**config.mk**
```make
export PLATFORM = sky130hd
export DESIGN_NAME = ext_pipe_razor_multi
export DESIGN_NICKNAME = d
export VERILOG_FILES = /design/src/rtl/razor_pkg.sv /design/src/rtl/razor_shadow_cmp.sv /design/src/rtl/ext_pipe_razor_multi.sv
export SDC_FILE = /design/constraint.sdc
export NUM_CORES = 1
export LEC_CHECK = 0
export CORE_MARGIN = 4
export CORE_UTILIZATION = 46
export DETAILED_ROUTE_END_ITERATION = 8
export HOLD_SLACK_MARGIN = 0.02
export PLACE_DENSITY_LB_ADDON = 0.15
export SLEW_MARGIN = 20
export SYNTH_ARGS = -nofsm -noshare
export SYNTH_HDL_FRONTEND = slang
export SYNTH_SLANG_ARGS = --single-unit
```
**constraint.sdc**
```tcl
create_clock -name Clock -period 1.3 [get_ports Clock]
set_input_delay 0.26 -clock Clock [delete_from_list [all_inputs] [get_ports Clock]]
set_output_delay 0.26 -clock Clock [all_outputs]
set_load 0.005 [all_outputs]
```
**src/rtl/razor_pkg.sv**
```systemverilog
// ---------------------------------------------------------------------------
// razor_pkg
// Shared types, constants and helpers for the Razor-protected pipeline stages
// of the fully parallel turbo decoder.
//   razor_state_t : recovery FSM states (RUN, RECOVER, FAULT)
//   ERRCNT_W      : width of the saturating error counter output
//   bit_clip()    : signed saturation to a given bit width, common to all
//                   pipe stages so that every stage clips identically
// ---------------------------------------------------------------------------
package razor_pkg;

  typedef enum logic [1:0] {
    RUN     = 2'd0,
    RECOVER = 2'd1,
    FAULT   = 2'd2
  } razor_state_t;

  localparam int ERRCNT_W = 8;

  // Saturate a signed value into the signed range of 'width' bits.
  function automatic logic signed [31:0] bit_clip(input logic signed [31:0] value,
                                                  input int                 width);
    logic signed [31:0] hi_v;
    logic signed [31:0] lo_v;
    logic signed [31:0] res_v;
    hi_v = (32'sd1 <<< (width - 1)) - 32'sd1;
    lo_v = -(32'sd1 <<< (width - 1));
    if (value > hi_v) begin
      res_v = hi_v;
    end else if (value < lo_v) begin
      res_v = lo_v;
    end else begin
      res_v = value;
    end
    return res_v;
  endfunction

endpackage

```
**src/rtl/razor_shadow_cmp.sv**
```systemverilog
// ---------------------------------------------------------------------------
// razor_shadow_cmp
// Shadow latch, mismatch comparator and correction mux for the top
// RAZOR_BITS of a Razor-protected register.
// Ports:
//   Clock      in  system clock (latch is transparent while Clock is high)
//   nReset     in  async active-low reset of the shadow latch
//   latch_open in  qualifier for transparency (check phase, no stall, RUN)
//   check_en   in  comparison enable (no stall, RUN); mismatch forced 0 else
//   calc_top   in  late-settling top bits of the combinational result
//   reg_top    in  top bits currently held by the main register
//   fixed_top  out corrected top bits (shadow on mismatch, else reg_top)
//   mismatch   out shadow and main register disagree
// ---------------------------------------------------------------------------
module razor_shadow_cmp #(
  parameter int RAZOR_BITS = 2
) (
  input  logic                  Clock,
  input  logic                  nReset,
  input  logic                  latch_open,
  input  logic                  check_en,
  input  logic [RAZOR_BITS-1:0] calc_top,
  input  logic [RAZOR_BITS-1:0] reg_top,
  output logic [RAZOR_BITS-1:0] fixed_top,
  output logic                  mismatch
);

  logic                  shadow_en_s;
  logic [RAZOR_BITS-1:0] shadow_r;

  // The shadow samples during the high phase of the check cycle, i.e. later
  // than the main flop, so it holds the value the slow path finally settled to.
  assign shadow_en_s = Clock & latch_open;

  // Level-sensitive shadow storage with async clear.
  always_latch begin
    if (!nReset) begin
      shadow_r <= {RAZOR_BITS{1'b0}};
    end else if (shadow_en_s) begin
      shadow_r <= calc_top;
    end
  end

  assign mismatch  = check_en & (shadow_r != reg_top);
  assign fixed_top = mismatch ? shadow_r : reg_top;

endmodule

```
**src/rtl/ext_pipe_razor_multi.sv**
```systemverilog
// ---------------------------------------------------------------------------
// ext_pipe_razor_multi
// Razor-protected extrinsic pipeline stage of the fully parallel turbo
// decoder. Computes
//   be = clip_M( max(eps3, eps4+ba2) - max(eps1, eps2+ba2) )
// and registers it on capture edges (Enable=1). The top RAZOR_BITS of the
// result are re-sampled by a shadow latch during the check phase (Enable=0);
// on disagreement the register is corrected in place, the stage spends one
// capture period in RECOVER, and after MAX_RETRY consecutive erroneous
// periods it locks into FAULT until reset/clear.
// Optional feature: define RAZOR_ERRCNT_EN to build the saturating error
// counter behind Err_Count; otherwise Err_Count is tied to zero.
// Ports:
//   Clock          in  system clock
//   nReset         in  async active-low reset
//   nClear         in  async active-low clear (same effect as nReset)
//   Enable         in  1 = capture phase, 0 = check phase
//   Error_previous in  stall from the upstream stage
//   ba2            in  N-bit signed a-priori term
//   epsilon        in  4 x (M+1)-bit signed terms, indices [4:1]
//   be_DFF         out M-bit signed registered extrinsic value
//   Error_current  out stall to the downstream stage
//   Fault          out sticky fault flag
//   Err_Count      out saturating count of detected errors
// ---------------------------------------------------------------------------
module ext_pipe_razor_multi
  import razor_pkg::*;
#(
  parameter int N          = 5,
  parameter int M          = 6,
  parameter int RAZOR_BITS = 2,
  parameter int MAX_RETRY  = 3
) (
  input  logic                Clock,
  input  logic                nReset,
  input  logic                nClear,
  input  logic                Enable,
  input  logic                Error_previous,
  input  logic [N-1:0]        ba2,
  input  logic [4:1][M:0]     epsilon,
  output logic [M-1:0]        be_DFF,
  output logic                Error_current,
  output logic                Fault,
  output logic [ERRCNT_W-1:0] Err_Count
);

  localparam int RW = $clog2(MAX_RETRY + 1);

  // -------------------------------------------------------------------------
  // Reset / stall
  // -------------------------------------------------------------------------
  logic rst_all_n_s;
  logic stall_s;

  assign rst_all_n_s = nReset & nClear;
  assign stall_s     = Error_previous;

  // -------------------------------------------------------------------------
  // Combinational datapath (M+2 bit intermediate sums cannot overflow)
  // -------------------------------------------------------------------------
  logic signed [N-1:0] ba2_s;
  logic signed [M:0]   eps1_s;
  logic signed [M:0]   eps2_s;
  logic signed [M:0]   eps3_s;
  logic signed [M:0]   eps4_s;
  logic signed [M+1:0] ba2_x_s;
  logic signed [M+1:0] eps1_x_s;
  logic signed [M+1:0] eps3_x_s;
  logic signed [M+1:0] e2b_s;
  logic signed [M+1:0] e4b_s;
  logic signed [M+1:0] a_s;
  logic signed [M+1:0] b_s;
  logic signed [M+2:0] d_s;
  logic [M-1:0]        be_calc_s;

  assign ba2_s  = ba2;
  assign eps1_s = epsilon[1];
  assign eps2_s = epsilon[2];
  assign eps3_s = epsilon[3];
  assign eps4_s = epsilon[4];

  assign ba2_x_s  = (M+2)'(ba2_s);
  assign eps1_x_s = (M+2)'(eps1_s);
  assign eps3_x_s = (M+2)'(eps3_s);
  assign e2b_s    = (M+2)'(eps2_s) + ba2_x_s;
  assign e4b_s    = (M+2)'(eps4_s) + ba2_x_s;

  assign a_s = (eps1_x_s > e2b_s) ? eps1_x_s : e2b_s;
  assign b_s = (eps3_x_s > e4b_s) ? eps3_x_s : e4b_s;
  assign d_s = (M+3)'(b_s) - (M+3)'(a_s);

  assign be_calc_s = M'(bit_clip(32'(d_s), M));

  // -------------------------------------------------------------------------
  // State and main register
  // -------------------------------------------------------------------------
  razor_state_t        state_r;
  logic [M-1:0]        be_r;
  logic [RW-1:0]       retry_r;
  logic                fault_r;

  logic                run_s;
  logic                latch_open_s;
  logic                check_en_s;
  logic                mismatch_s;
  logic [RAZOR_BITS-1:0] fixed_top_s;
  logic [M-1:0]        be_fix_s;
  logic                take_err_s;
  logic                last_try_s;

  assign run_s        = (state_r == RUN);
  assign check_en_s   = ~stall_s & run_s;
  assign latch_open_s = ~Enable & check_en_s;

  razor_shadow_cmp #(
    .RAZOR_BITS (RAZOR_BITS)
  ) u_shadow_cmp (
    .Clock      (Clock),
    .nReset     (rst_all_n_s),
    .latch_open (latch_open_s),
    .check_en   (check_en_s),
    .calc_top   (be_calc_s[M-1 -: RAZOR_BITS]),
    .reg_top    (be_r[M-1 -: RAZOR_BITS]),
    .fixed_top  (fixed_top_s),
    .mismatch   (mismatch_s)
  );

  // Corrected register image: shadow replaces the top bits, lower bits kept.
  always_comb begin
    be_fix_s                     = be_r;
    be_fix_s[M-1 -: RAZOR_BITS]  = fixed_top_s;
  end

  // mismatch_s is already masked by stall and non-RUN states.
  assign take_err_s = ~Enable & mismatch_s;
  assign last_try_s = (({1'b0, retry_r} + {{RW{1'b0}}, 1'b1}) == (RW+1)'(MAX_RETRY));

  // Recovery FSM together with the main register, retry counter and fault flag.
  always_ff @(posedge Clock or negedge rst_all_n_s) begin
    if (!rst_all_n_s) begin
      state_r <= RUN;
      be_r    <= {M{1'b0}};
      retry_r <= {RW{1'b0}};
      fault_r <= 1'b0;
    end else begin
      case (state_r)
        RUN: begin
          if (!stall_s) begin
            if (Enable) begin
              be_r <= be_calc_s;
            end else if (take_err_s) begin
              be_r    <= be_fix_s;
              retry_r <= retry_r + RW'(1'b1);
              if (last_try_s) begin
                state_r <= FAULT;
                fault_r <= 1'b1;
              end else begin
                state_r <= RECOVER;
              end
            end else begin
              retry_r <= {RW{1'b0}};
            end
          end
        end
        RECOVER: begin
          // The capture edge after a correction is spent re-aligning, not capturing.
          if (!stall_s && Enable) begin
            state_r <= RUN;
          end
        end
        FAULT: begin
          fault_r <= 1'b1;
        end
        default: begin
          state_r <= FAULT;
          fault_r <= 1'b1;
        end
      endcase
    end
  end

  assign be_DFF        = be_r;
  assign Fault         = fault_r;
  assign Error_current = mismatch_s | (state_r == RECOVER) | (state_r == FAULT);

  // -------------------------------------------------------------------------
  // Optional saturating error counter
  // -------------------------------------------------------------------------
`ifdef RAZOR_ERRCNT_EN
  logic [ERRCNT_W-1:0] err_cnt_r;

  // Count every RUN->RECOVER / RUN->FAULT transition, saturating at all-ones.
  always_ff @(posedge Clock or negedge rst_all_n_s) begin
    if (!rst_all_n_s) begin
      err_cnt_r <= {ERRCNT_W{1'b0}};
    end else if (take_err_s && (err_cnt_r != {ERRCNT_W{1'b1}})) begin
      err_cnt_r <= err_cnt_r + ERRCNT_W'(1'b1);
    end
  end

  assign Err_Count = err_cnt_r;
`else
  assign Err_Count = {ERRCNT_W{1'b0}};
`endif

endmodule

```
# [Word-level counts from Yosys, hierarchy flattened]
# Cells that the tools add are included.
[totals] ff_bits=11 latch_bits=2 mem_bits_rw=0 mem_bits_ro=0 input_bits=38 output_inout_bits=16 word_cells=70 n_memories=0
[classes] add_sub_neg=5 mul=0 div_mod_pow=0 n_lt_le_gt_ge=4 n_eq_ne=9 shift=0 mux=23 n_bitwise=12 reduce_logical=10
[ops] op="6-bit two-way mux" count=4
[ops] op="2-bit two-way mux" count=11
[ops] op="7-bit by 5-bit adder with 8-bit output" count=2
[ops] op="7-bit by 8-bit > comparator with 1-bit output" count=2
[ops] op="8-bit two-way mux" count=2
[ops] op="5-bit AND reduction" count=2
[ops] op="9-bit by 6-bit > comparator with 1-bit output, second input constant" count=1
[ops] op="9-bit by 6-bit less-than comparator with 1-bit output, second input constant" count=1
[ops] op="8-bit by 8-bit subtractor with 9-bit output" count=1
[ops] op="1-bit AND" count=6
[ops] op="2-bit inequality test, second input constant" count=3
[ops] op="2-bit case mux with 3 select lines" count=1
[ops] op="3-bit AND reduction" count=2
[ops] op="1-bit two-way mux" count=4
[ops] op="2-bit by 1-bit inequality test with 1-bit output, second input constant" count=2
[ops] op="1-bit inverter" count=4
[ops] op="4-bit AND reduction" count=1
[ops] op="2-bit nonzero test" count=2
[ops] op="2-bit by 1-bit adder with 3-bit output, second input constant" count=1
[ops] op="3-bit by 2-bit == test with 1-bit output, second input constant" count=1
[ops] op="2-bit by 1-bit adder with 2-bit output, second input constant" count=1
[ops] op="2-bit by 1-bit == test with 1-bit output, second input constant" count=1
[ops] op="2-bit == test, second input constant" count=1
[ops] op="2-bit logical NOT" count=1
[ops] op="other kinds (5)" count=6

# [Logic depth before layout (Yosys ltp)]
# Gate-level depths: netlist (run 1).
[logic_depth] ltp_word=9 depth_mapped=22 ltp_nobuf=22

# [Hierarchy]
# A second synthesis (run 1) with hierarchy kept.
[hier_totals] cells_unflattened=267 hier_area_um2=2207.1
[modules_own_cells] module="ext_pipe_razor_multi" n_inst=1 cells_per_inst=256 area_per_inst_um2=2109.5 seq_area_each_um2=275.3
[modules_own_cells] module="razor_shadow_cmp" n_inst=1 cells_per_inst=11 area_per_inst_um2=97.6 seq_area_each_um2=0.0

==> summary.txt, run 1 <==
CTS
  • Clock Latency Late Sink: 0.59 ns
  • Post-CTS Hold Buffers: 0
  • CTS tree: done
  • Clock slew seen by the registers of the worst setup and hold paths: 0.06 ns

Die
  • Core area: 0.00472 sq mm
  • # IOs: 54
  • Starting density of the core: 0.478
  • Die area: 0.00609 sq mm
  • Rows: 25
  • Die Span Y: 78.1 um
  • Chip width: 78.1 um

Critical path
  • Top Family by Delay on Critical Path: compound AO/OA/AOI/OAI gates
  • Worst path cell trace: buf_6 -> buf_4 -> ha_4 -> a21o_1 -> a21oi_2 -> nor2b_1 -> o31a_1 -> o31a_1 -> ha_4 -> o21ai_4 -> a2111oi_4 -> nor2_4 -> buf_4 -> mux2_2 -> ha_1 -> nor2b_1 -> o31a_1 -> o21a_1 -> nor4_2 -> o22ai_2 -> nor2_1
  • Crit-path max FO: 3
  • WP buf/inv: 3
  • CP max stage delay: 0.46 ns
  • CP dominant cell by count: o31a_1
  • Crit. End Element: latch
  • Worst setup path class: in2latch
  • Crit path DAT: 4.74 ns
  • Slowest CP cell: a2111oi_4
  • CP required: 1.08 ns
  • Critical Path Source Type: primary input

Cells and area
  • Multi-input logic area: 0.00222 sq mm
  • Sequential Area: 305 sq um
  • N_diodes: 0
  • P&R area growth vs syn: 86.0%
  • Commonest non-fill, non-tap cell in the layout: buf_4
  • Filler cells: 215
  • Commonest non-fill, non-tap cells in the layout: 112 x buf_4, 26 x ha_1, 24 x clkdlybuf4s50_1, 20 x inv_1, 15 x nand2_1
  • Post-route cell area: 0.00420 sq mm
  • Layout cells sized above 1: 0.495
  • Nets: 523

GRT
  • Tot GR Track Use: 0.312
  • Global-route wire length before repair: 14.4 mm
  • Largest net degree at the start of global routing: 12
  • GRT Residual Overflow: 0
  • Initial antenna violation count: 0
  • Vias in the first global route: 3060

Timing
  • RSZ-0062 raised after global routing: yes
  • Worst hold margin: 0.239 ns
  • Worst Setup Slack, final: -3.66 ns
  • Final Hold Violating Endpoints: 0
  • Fin. max-slew vios: 0
  • Clock Skew: 0.00494 ns
  • Setup TNS: -36.08 ns
  • # setup viols final: 23

Placement
  • Placed Area: 0.00351 sq mm
  • Dpl hpwl: 5.11 mm
  • IO Port Bufs: 45
  • Final Wtd Congestion: 0.842

Job
  • Max Cap Viol: 0

Synthesis
  • Mean Syn Cell Area: 8.39 sq um
  • Main synth FF type: dfrtp_1
  • Synth unique cells: 53
  • Post-synth EDFFs: 0
  • Cells after Synth: 269
  • Asr flop ratio synth: 0.846
  • Post-synth top area share: 0.216
  • Cell taking the most area after synthesis: ha_1
  • Syn. warnings: 0
  • Syn Std Cell Area: 0.00226 sq mm
  • Yosys reg bits: 13
  • Top cells by area, synth: ha_1 22%, dfrtp_1 12%, mux2i_1 4.4%

Route
  • Top layer in use: met4
  • 1st-pass router iterations: 7
  • Drt drc: 0
  • Avg WL per Cell: 20.5 um
  • Total routed wirelength: 10.4 mm
  • Routed vias: 3041
  • Antenna-violating nets left: 0
  • WL met2: 5.10 mm
  • Vias/cell: 5.97
  • Met3 wire length: 646 um
  • Metal1 wirelength: 3.81 mm
  • Initial DRC count: 191

Outcome
  • Failing checks: setup timing
  • Status: complete, but fails checks

Power
  • Power per Cell Area: 1890 mW/mm^2
  • Leak Pwr: 2.02 nW
  • Peak VDD IR: 1.64 mV
  • Pwr Total: 7.94 mW

Hold path
  • Hold Path Class: in2async
cells in the mapped netlist (all sizes together) (3+ instances only):
master	number
nand2b	5
xnor2	9
a211o	3
mux2	7
nand2	16
and2	4
nor3	5
buf	9
o22ai	3
xor2	6
nor2b	10
fa	3
a22oi	5
inv	23
o31a	7
a21o	9
nor2	16
o21ai	23
a21oi	11
mux2i	10
ha	39
dfrtp	11
nor4	3
a211oi	3
o21a	5
cells by family after synthesis:
family / after synthesis / synth area share
AO/OA/AOI/OAI: 78 / 0.251
AND/OR/NAND/NOR: 69 / 0.159
latches: 2 / 0.0133
multiplexers: 17 / 0.0793
adder cells (fa/ha/maj): 42 / 0.243
flip-flops: 11 / 0.122
XOR/XNOR: 15 / 0.0582
buffers and inverters: 34 / 0.0732
other: 1 / 0.00166
worst paths after layout:
check	cells past startpoint	slack (ns)	start	to
worst max-delay path	21	-3.66	ba2[1]	u_shadow_cmp.shadow_r[0]
worst min-delay path	4	0.24	nReset	be_DFF[5]
worst max register to register	12	-1.45	u_shadow_cmp.shadow_r[0]	Fault
worst min register to register	1	0.46	Fault	Fault
max in group gated	4	-0.28	state_r[1]	clock gate
max in group asynchronous	4	0.87	nClear	be_DFF[0]
min in group gated	4	0.29	Enable	clock gate
min in group Clock	6	0.43	epsilon[7]	be_DFF[0]
stage by stage:
stage	util	setup slack (ns)	instances
4_1_cts	0.860	-3.34	505
3_5_place_dp	0.743	-4.40	464
6_report	0.889	-3.66	509
5_1_grt	0.889	-3.75	509
3_3_place_gp	0.743	-4.34	464
2_1_floorplan	-	-3.75	276
registers in the layout, summed over array words and instances (netlist names):
| name | count |
|---|---|
| retry_r | 2 |
| be_DFF | 6 |
| u_shadow_cmp.shadow_r | 2 |
| state_r | 2 |
| Fault | 1 |
per-layer routing:
| metal | vias up | track usage |
|---|---|---|
| met5 | - | 0 |
| li1 | 1317 | - |
| met2 | 194 | 0.551 |
| met1 | 1437 | 0.305 |
| met3 | 93 | 0.0780 |
| met4 | 0 | 0.253 |
cell type report:
class,instances,share of cell area
clock buffer,12,0.0370
tap,67,0.0200
timing repair buffer,165,0.321
sequential,13,0.0727
multi-input combinational,229,0.529
inverter,23,0.0206
timing repair:
item | 4_1_cts | 5_1_grt
pin swaps | 38 | 27
setup endpoints to repair | 22 | 23
endpoints found under the hold margin | 0 | 0
resized for setup | 118 | 20
buffers inserted | 34 | 9
worst reg2reg max path: stages, from the launching register on:
cell	delay [ns]
dlxtp_1	0
dlxtp_1	0.25
xnor2_1	0.24
nand2_1	0.16
buf_4	0.16
buf_4	0.12
buf_4	0.12
buf_4	0.12
buf_4	0.12
buf_4	0.12
buf_4	0.14
a21o_1	0.16
or2_2	0.27
report_power, final:
| group | total, mW | switching (mW) | internal (mW) |
|---|---|---|---|
| Sequential | 0.636 | 0.136 | 0.500 |
| Clock | 0.838 | 0.269 | 0.569 |
| Combinational | 6.47 | 3.04 | 3.43 |
| Total | 7.94 | 3.44 | 4.50 |
No activity file was read; power rests on OpenSTA's default activity.
==> run 2: changes to the inputs <==
Settings changed: ABC_AREA from default to 1.
==> run 2 against run 1 <==
- the flow still finishes with violations (setup timing)
- sequential power up 0.6%
- sequential share of layout area decreased by 0.38 points
- design area is 5.5% higher
- first-iteration DRC count grew 140%
- largest cell class unchanged
- largest power group unchanged
==> summary.txt, run 2 <==
CTS
  • CTS tree: done
  • Clock Latency Late Sink: 0.63 ns
  • Post-CTS Hold Buffers: 0
  • Clock slew seen by the registers of the worst setup and hold paths: 0.03 ns

GRT
  • GRT met3 Usage: 0.0325
  • Tot GR Track Use: 0.285
  • Met1 usage: 0.282
  • Initial antenna violation count: 0
  • GRT Residual Overflow: 0
  • Global-route wire length before repair: 13.6 mm
  • Largest net degree at the start of global routing: 12
  • Met2 usage: 0.553
  • Vias in the first global route: 3077
  • GRT busiest layer: met2

Cells and area
  • Multi-input logic area: 0.00234 sq mm
  • Layout cells sized above 1: 0.558
  • Commonest non-fill, non-tap cells in the layout: 102 x buf_4, 51 x nand2_1, 39 x nand2_2, 38 x inv_1
  • Nets: 590
  • P&R area growth vs syn: 96.7%
  • Filler cells: 152
  • Sequential Area: 305 sq um
  • Commonest non-fill, non-tap cell in the layout: buf_4
  • Max FFs per register: 6
  • N_diodes: 0

Die
  • Core area: 0.00472 sq mm
  • Die Span Y: 78.0 um
  • Rows: 25
  • # IOs: 54
  • Die area: 0.00608 sq mm
  • Starting density of the core: 0.477
  • Chip width: 78.0 um

Critical path
  • Slowest CP cell: clkdlybuf4s50_1
  • RR Endpoint: be_DFF[5]
  • Depth of the most critical reg-to-reg path: 11
  • Critical path capture point: u_shadow_cmp.shadow_r[0]
  • R2r setup slk: -1.24 ns
  • Crit path DAT: 4.20 ns
  • Crit-path max FO: 4
  • CP required: 1.13 ns
  • Critical Path Source Type: primary input
  • Crit. End Element: latch
  • Critical Path Start: epsilon[12]
  • CP max stage delay: 0.40 ns
  • Worst setup path class: in2latch
  • Crit Reg-Reg Startpoint: u_shadow_cmp.shadow_r[1]

Timing
  • Worst-Margin Slew: 0.635 ns
  • # setup viols final: 23
  • Rel. slew slack: 0.572
  • Worst Setup Slack, final: -3.07 ns
  • Fin. max-slew vios: 0
  • RSZ-0062 raised after global routing: yes
  • Final Hold Violating Endpoints: 0
  • Clock Skew: 0.0448 ns

Power
  • Leak Pwr: 2.23 nW
  • Pwr Total: 8.73 mW
  • Power per Cell Area: 1970 mW/mm^2
  • Peak VDD IR: 1.60 mV

Synthesis
  • Syn Std Cell Area: 0.00225 sq mm
  • Main synth FF type: dfrtp_1
  • Cells after Synth: 337
  • Most frequent cell after synthesis: nand2_1
  • Synth top cells by count: 92 x nand2_1, 51 x inv_1, 39 x ha_1, 21 x a21oi_1, 18 x nor2_1
  • Post-synth top area share: 0.217
  • Asr flop ratio synth: 0.846
  • Mean Syn Cell Area: 6.68 sq um
  • Syn. warnings: 0
  • Synth unique cells: 36
  • Top cells by area, synth: ha_1 22%, nand2_1 15%, dfrtp_1 12%
  • Cell taking the most area after synthesis: ha_1
  • Yosys reg bits: 13
  • Post-synth EDFFs: 0

Route
  • Antenna-violating nets left: 0
  • Initial DRC count: 452
  • Drt drc: 0
  • 1st-pass router iterations: 9
  • Routed vias: 3579
  • Avg WL per Cell: 23.0 um
  • Total routed wirelength: 13.2 mm
  • Vias/cell: 6.21

Hold path
  • HP Start: Enable
  • Hold Path Class: in2gate

Outcome
  • Failing checks: setup timing
  • Status: complete, but fails checks

Placement
  • Dpl hpwl: 5.07 mm
  • IO Port Bufs: 45
  • Final Wtd Congestion: 0.873
  • Post-place setup slack: -3.81 ns

Job
  • Max Cap Viol: 0
-- run 2: changes by cell type after synthesis, moves of 7 or more --
cell and change:
nand2_1 +76, inv_1 +28, a21oi_1 +10, mux2i_1 -10, nor2b_1 -10, a21o_1 -9
nand2_2 +9, o21ai_0 -7
-- run 2: worst min path at each step --
stage	to	slack, ns	cells past startpoint
after detailed placement	clock gate	0.20	7
after global placement	clock gate	0.18	7
final	clock gate	0.26	6
after floorplan	clock gate	-0.25	3
after CTS	be_DFF[3]	0.18	4
after global routing	be_DFF[4]	0.29	4
-- run 2: repair_timing --
action,4_1_cts,5_1_grt
gates cloned,1,0
setup endpoints to repair,22,22
pin swaps,64,70
buffers inserted,31,16
gates resized for setup,116,90
-- run 2: cell type report --
| class | instances | area share |
|---|---|---|
| Tap cell | 67 | 0.0189 |
| Clock inverter | 1 | 0.00113 |
| Multi-Input combinational cell | 269 | 0.528 |
| Inverter | 54 | 0.0475 |
| Clock buffer | 11 | 0.0342 |
| Timing Repair Buffer | 161 | 0.301 |
| Sequential cell | 13 | 0.0689 |
-- run 2: cells by family after synthesis --
| family | synth area share |
|---|---|
| other | 0.00167 |
| latches | 0.0133 |
| buffers and inverters | 0.120 |
| adders and majority gates | 0.243 |
| AOI/OAI and AO/OA | 0.123 |
| and+or+nand+nor | 0.322 |
| xor gates and xnor gates | 0.0544 |
| DFF | 0.122 |
-- run 2: metal layers --
metal	share of wire	routed length, um
met5	0	0
met4	0.12	1580
met3	0.11	1500
met2	0.45	6000
met1	0.31	4140
-- run 2: power by group --
group	leakage (nW)	total, mW	internal (mW)	switching [mW]
Combinational	1.99	7.23	3.33	3.90
Clock	0.0862	0.858	0.562	0.295
Sequential	0.152	0.640	0.502	0.138
-- run 2: per-stage QoR --
step                      utilization  std cells  cell area (sq um)  hold slack [ns]  setup TNS [ns]
after floorplan                     -        344               2430           -0.249          -20.82
after global placement          0.732        520               3460            0.181          -29.35
after detailed placement        0.732        520               3460            0.195          -30.35
after CTS                       0.839        561               3960            0.182          -24.63
after global routing            0.938        576               4430            0.286          -31.34
final                           0.938        576               4430            0.262          -29.43
-- run 2: critical path, delay by kind of cell --
family	cells	cell delay (ns)
and+or+nand+nor	16	1.40
buffers and inverters	7	1.08
adders and majority gates	3	0.94
xor gates and xnor gates	1	0.27
AOI/OAI and AO/OA	2	0.21
